`src/rtl/param_pipe_shifter.sv`:
```
// Pipelined barrel shifter/rotator: one register stage per shift-amount bit,
// valid/ready handshake with a single global advance (no bubble collapsing).
module param_pipe_shifter #(
  parameter int unsigned N = 3
) (
  input  logic                   clk,
  input  logic                   rst_n,
  input  logic                   in_valid,
  output logic                   in_ready,
  input  logic [(1 << N) - 1:0]  in_a,
  input  logic [N-1:0]           in_amt,
  input  logic [1:0]             in_mode,
  output logic                   out_valid,
  input  logic                   out_ready,
  output logic [(1 << N) - 1:0]  out_y
);

  localparam int unsigned W = 1 << N;

  localparam logic [1:0] MODE_ROL = 2'b00;
  localparam logic [1:0] MODE_ROR = 2'b01;
  localparam logic [1:0] MODE_SLL = 2'b10;
  localparam logic [1:0] MODE_SRA = 2'b11;

  // Stage registers
  logic         st_v    [N];
  logic [W-1:0] st_d    [N];
  logic [N-1:0] st_amt  [N];
  logic [1:0]   st_mode [N];

  // Stage inputs (predecessor view) and shifted data
  logic         src_v    [N];
  logic [W-1:0] src_d    [N];
  logic [N-1:0] src_amt  [N];
  logic [1:0]   src_mode [N];
  logic [W-1:0] nxt_d    [N];

  logic adv;

  // Conditional shift by k in the selected mode; k is always below W here.
  function automatic logic [W-1:0] stage_shift(input logic [W-1:0] d,
                                               input logic         en,
                                               input logic [1:0]   mode,
                                               input int unsigned  k);
    logic [W-1:0] r;
    r = d;
    if (en) begin
      unique case (mode)
        MODE_ROL: r = W'(d << k) | W'(d >> (W - k));
        MODE_ROR: r = W'(d >> k) | W'(d << (W - k));
        MODE_SLL: r = W'(d << k);
        MODE_SRA: r = W'($signed(d) >>> k);
        default:  r = d;
      endcase
    end
    return r;
  endfunction

  // Whole pipeline moves together when the output slot is free or being taken
  always_comb begin
    adv = out_ready | ~st_v[N-1];
  end

  assign in_ready  = adv;
  assign out_valid = st_v[N-1];
  assign out_y     = st_d[N-1];

  // Stage input selection and per-stage shift by 2**i when amt bit i is set
  always_comb begin
    for (int unsigned i = 0; i < N; i++) begin
      src_v[i]    = 1'b0;
      src_d[i]    = '0;
      src_amt[i]  = '0;
      src_mode[i] = '0;
      nxt_d[i]    = '0;
    end
    src_v[0]    = in_valid;
    src_d[0]    = in_a;
    src_amt[0]  = in_amt;
    src_mode[0] = in_mode;
    for (int unsigned i = 1; i < N; i++) begin
      src_v[i]    = st_v[i-1];
      src_d[i]    = st_d[i-1];
      src_amt[i]  = st_amt[i-1];
      src_mode[i] = st_mode[i-1];
    end
    for (int unsigned i = 0; i < N; i++) begin
      nxt_d[i] = stage_shift(src_d[i], src_amt[i][i], src_mode[i], 32'(1) << i);
    end
  end

  // Stage registers: cleared on reset, load from predecessor on advance, else hold
  always_ff @(posedge clk or negedge rst_n) begin
    if (!rst_n) begin
      for (int unsigned i = 0; i < N; i++) begin
        st_v[i]    <= 1'b0;
        st_d[i]    <= '0;
        st_amt[i]  <= '0;
        st_mode[i] <= '0;
      end
    end else if (adv) begin
      for (int unsigned i = 0; i < N; i++) begin
        st_v[i]    <= src_v[i];
        st_d[i]    <= nxt_d[i];
        st_amt[i]  <= src_amt[i];
        st_mode[i] <= src_mode[i];
      end
    end
  end

endmodule

```
`config.mk`:
```
export PLATFORM = sky130hd
export DESIGN_NAME = param_pipe_shifter
export DESIGN_NICKNAME = d
export VERILOG_FILES = /design/src/rtl/param_pipe_shifter.sv
export SDC_FILE = /design/constraint.sdc
export NUM_CORES = 1
export LEC_CHECK = 0
export CAP_MARGIN = 20
export CORE_MARGIN = 2
export CORE_UTILIZATION = 30
export CTS_BUF_LIST = sky130_fd_sc_hd__clkbuf_4 sky130_fd_sc_hd__clkbuf_8
export CTS_CLUSTER_DIAMETER = 150
export DETAILED_ROUTE_END_ITERATION = 7
export PLACE_DENSITY = 0.54
export SLEW_MARGIN = 25
export SYNTH_ARGS = -nofsm -noshare
export SYNTH_HDL_FRONTEND = slang
export SYNTH_SLANG_ARGS = --single-unit
export TNS_END_PERCENT = 20
```
`constraint.sdc`:
```
create_clock -name clk -period 1.5 [get_ports clk]
set_input_delay 0.15 -clock clk [delete_from_list [all_inputs] [get_ports clk]]
set_output_delay 0.15 -clock clk [all_outputs]
set_load 0.01 [all_outputs]
```
======== Word level (Yosys, flattened, before mapping) ========
Cells that the tools add are included.
storage, ports and cells
  flip-flop bits (word level) ............. 37
  bits of input ports ..................... 17
  output and inout port bits .............. 10
cells by class
  eq/ne operators ......................... 9
  multiplexer cells ....................... 6
  bitwise gates (word level) .............. 7
  reduce and logical (&&, ||, !) cells .... 4
operators with widths
  cell                  count
  $pmux W8 S4           2
  $mux W8               3
  $pmux W8 S3           1
  $eq A2 B2 Y1 const B  6
  $or A4 B8 Y8          1
  $or A6 B8 Y8          1
  $or A7 B8 Y8          1
  $or A8 B1 Y8          1
  $or A8 B2 Y8          1
  $eq A2 B1 Y1 const B  3
  $logic_not A2 Y1      3
  $reduce_or A2 Y1      1
  $not A1 Y1            1
  $or A1 B1 Y1          1

======== Logic depth before layout (Yosys ltp) ========
  depth in word-level cells ............... 4
  depth in mapped cells ................... 6

======== Worst setup path before layout ========
No wires, ideal clock.
  path type ............................... reg-to-reg
  from .................................... reg st_v (netlist bit out_valid)
  to ...................................... reg st_d (netlist bit src_d[10])
  setup time .............................. 0.118 ns
  arrival time ............................ 1.046 ns
  path slack .............................. 0.336 ns
  stages on the path, launching flop included .. 6
  path buffers ............................ 2
  cells stage by stage .................... dfrtp_1 nor2b_1 buf_2 buf_2 a211oi_1 a21o_1
on the way
  longest elaborated chain between the ends .. 2
RTL lines
  what                             line  text
  start, declared                  26    logic st_v [N];
  start signal, assigned by index  103   st_v[i] <= src_v[i];
  $not A1 Y1                       61    adv = out_ready | ~st_v[N-1];
  $or A1 B1 Y1                     61
  end signal, assigned by index    104   st_d[i] <= nxt_d[i];
  end, declared                    27    logic [W-1:0] st_d [N];
Every way passes these cells.
A chain may end at the register's enable or synchronous reset.

======== Worst setup path in the final report ========
  from .................................... reg st_d (netlist bit out_y[5])
  to ...................................... out out_y[5]
RTL lines
  what           line  text
  end, declared  15    output logic [(1 << N) - 1:0] out_y
No word-level cell between the ends.

==> impl_results.md <==
* Number of cells on the critical path at 1
* Clk_skew at 9.56 ps
* Delay-heaviest family, CP: buffers and inverters
* Synth Flop Type: dfrtp_1
* Post-Syn Instances at 183
* Vias/cell at 4.73
* Overflow left after global routing at 0
* Routed WL per cell at 12.2 µm
* Hpwl dp at between 2000 and 2500 µm
* Root Driver: clkbuf_8
* Critical Path Sink Type: output port
* Port bufs at 26
* Async SR Flop Fraction at 100%
* RSZ-0062 raised after global routing: no
* Finish-stage setup viols at 0
* DRC Markers at 0
* N_diodes at 0
* Mapped Area at 1710 µm²
* Cell accounting for the most synthesized area: dfrtp_1
* Final Hold Fails at 0
* Most instantiated cells after synthesis: dfrtp_1 (34), nand2_1 (34), nor2_1 (16), o21ai_0 (16), mux2i_1 (14)
* First-pass GRT wire length at 6370 µm
* Final Max Tran Viols at 0
* Worst min path class: input pin to asynchronous set/reset pin
* Largest net degree at the start of global routing at 35
* Initial antenna violation count at 0
* Routed Antenna Nets at 0
* Critical Path Start: out_y[5]
* Pleak at 0.996 nW
* Nets at 228
* FF-to-FF Start: out_valid
* Worst Setup Start Kind: flop
* Detailed Routing Iterations Pass 1 at 4
* YS warnings at 0
* Mean Syn Cell Area at around 9.4 µm²
* Crit path to: out_y[5]
* Number of synthesized flops with an enable pin at 0
* Setup Crit Path Kind: flop to output port
* Status: completed
* Slowest Stage Delay on Critical Path at 530 ps
* Die span in y at 79.6 µm
* Core area at 5510 µm²
* Clock slew at reported path FFs at 70 ps
* CP cell instances: clkdlybuf4s50_1
* Initial Utilization at 31.1%
* Worst path buffer plus inverter count at 1
* Worst reg-to-reg setup slack at 260 ps
* CTS Hold Bufs at 0
* CTS buffer count at 5
* Total power at around 3.9 mW
* R2r endpoint: out_y[5]
* Vias in the first global route at 1330
* PwrDens at 1800 nW/µm²
* # IOs at 27
* Post-synth top area share at 49.7%
* Critical path peak fanout at 2
* Fin crit share at 88.2%
* Peak VDD IR at between 0.5 and 0.6 mV
* Setup TNS at 0 ps
* Final wirelength at 3460 µm
* Slowest CP cell: clkdlybuf4s50_1
* GRT Total Usage at 12.8%
* CTS max path bufs at 2
* Seq/Total Area, Yosys at 49.7%
* Area delta synth->final at 27.9%
* Clock Latency Late Sink at just under 300 ps
* Row count at 27
* Worst EP required at around 1400 ps
* Yosys reg bits at 34
* GP Congestion at 0.760
* CTS tree: built
* Fraction of layout instances using a drive strength above 1 at 9.91%
* Die area at 6330 µm²
* H-tree depth at 2
* Sink Count at 34
* Ranking of synthesized cells by area: dfrtp_1 (50%), mux2i_1 (8.2%), nand2_1 (7.5%), o21ai_0 (4.7%), a211oi_1 (4.4%)
* Yosys cell types at 23
* Tightest Pin Transition at 447 ps
* Slew Limit Headroom at 70.2%
* Vias at 1342
* Post-CTS setup buffer count at 0
* Syn Nets at 200
* Min Tclk post-route at 1320 ps
* Fmax at 756 MHz
* Die Width at approximately 80 µm
* R2R cell count at 4
* CP Data Arrival Time at 1170 ps
* Initial DRC count at 45
* Number of max-cap violations at 0
[cell usage in the layout, fill, tap and decap left out, types with 2 or more instances in the layout]
cell and instances:
a21o_2 2, clkbuf_8 6, a211oi_1 10, clkdlybuf4s50_1 25, nor2b_1 7, a21o_1 10
bufinv_16 2, a221oi_1 2, dfrtp_1 34, nand2_1 34, buf_4 8, inv_1 2
a31oi_1 4, nand2b_1 2, a21oi_1 11, mux2i_1 14, o21ai_0 16, nor2_1 16
[stage by stage]
stage                     area (µm²)  instances  hold slack (ps)  setup WS, ps  utilization [%]
after CTS                       2190        284              284           163             39.8
after global placement          2050        276              444          98.1             37.2
after floorplan                 1710        183             -146           336                -
after global routing            2190        284              323          88.1             39.8
final                           2190        284              270           177             39.8
after detailed placement        2050        276              452          94.9             37.2
[flip-flops by register name, indices dropped and copies added, names as in the netlist]
register and count:
out_y 8, src_amt 3, src_v 2, src_mode 4
src_d 16, out_valid 1
[how the worst min path moves through the flow]
stage / endpoint / depth (start not counted) / startpoint / slack, ps
6_report: out_y[6] / 2 / rst_n / 270
3_3_place_gp: src_v[0] / 2 / src_v[0] / 440
3_5_place_dp: src_v[0] / 2 / src_v[0] / 450
5_1_grt: out_y[3] / 2 / rst_n / 320
2_1_floorplan: out_valid / 0 / rst_n / -150
4_1_cts: out_y[5] / 2 / rst_n / 280
[routing by layer]
metal	vias to the layer above	track usage [%]	share of wire [%]
met5	-	0	0
met4	0	4.14	1.3
met3	6	3.73	4.2
met2	25	19.7	44
met1	616	17.0	51
li1	695	-	-
[area by class of cell]
| class | instances | area, µm² |
|---|---|---|
| repair buffers | 34 | 319 |
| flip-flops and latches | 34 | 851 |
| well taps | 72 | 90.1 |
| multi-input cells | 133 | 777 |
| fillers | 565 | 3320 |
| clock buffers | 6 | 82.6 |
| clock inverters | 2 | 60.1 |
| inverters | 3 | 11.3 |
[what timing repair did]
item / CTS / global route
endpoints found under the setup margin: 1 / 0
hold endpoints to repair: 0 / 0
gates resized for setup: 1 / 0
[logic make-up after synthesis]
kind of cell	count (synthesis)	share of synthesized area, %
and+or+nand+nor	60	14.6
muxes	14	8.18
DFF	34	49.7
AOI/OAI and AO/OA	59	22.4
buffers and inverters	16	5.11
[report_power, final]
part / total (mW) / switching, mW / internal [mW]
sequential: 1.60 / 0.324 / 1.28
clock: 1.04 / 0.334 / 0.709
combinational: 1.30 / 0.603 / 0.694
No activity file was read; power rests on OpenSTA's default activity.
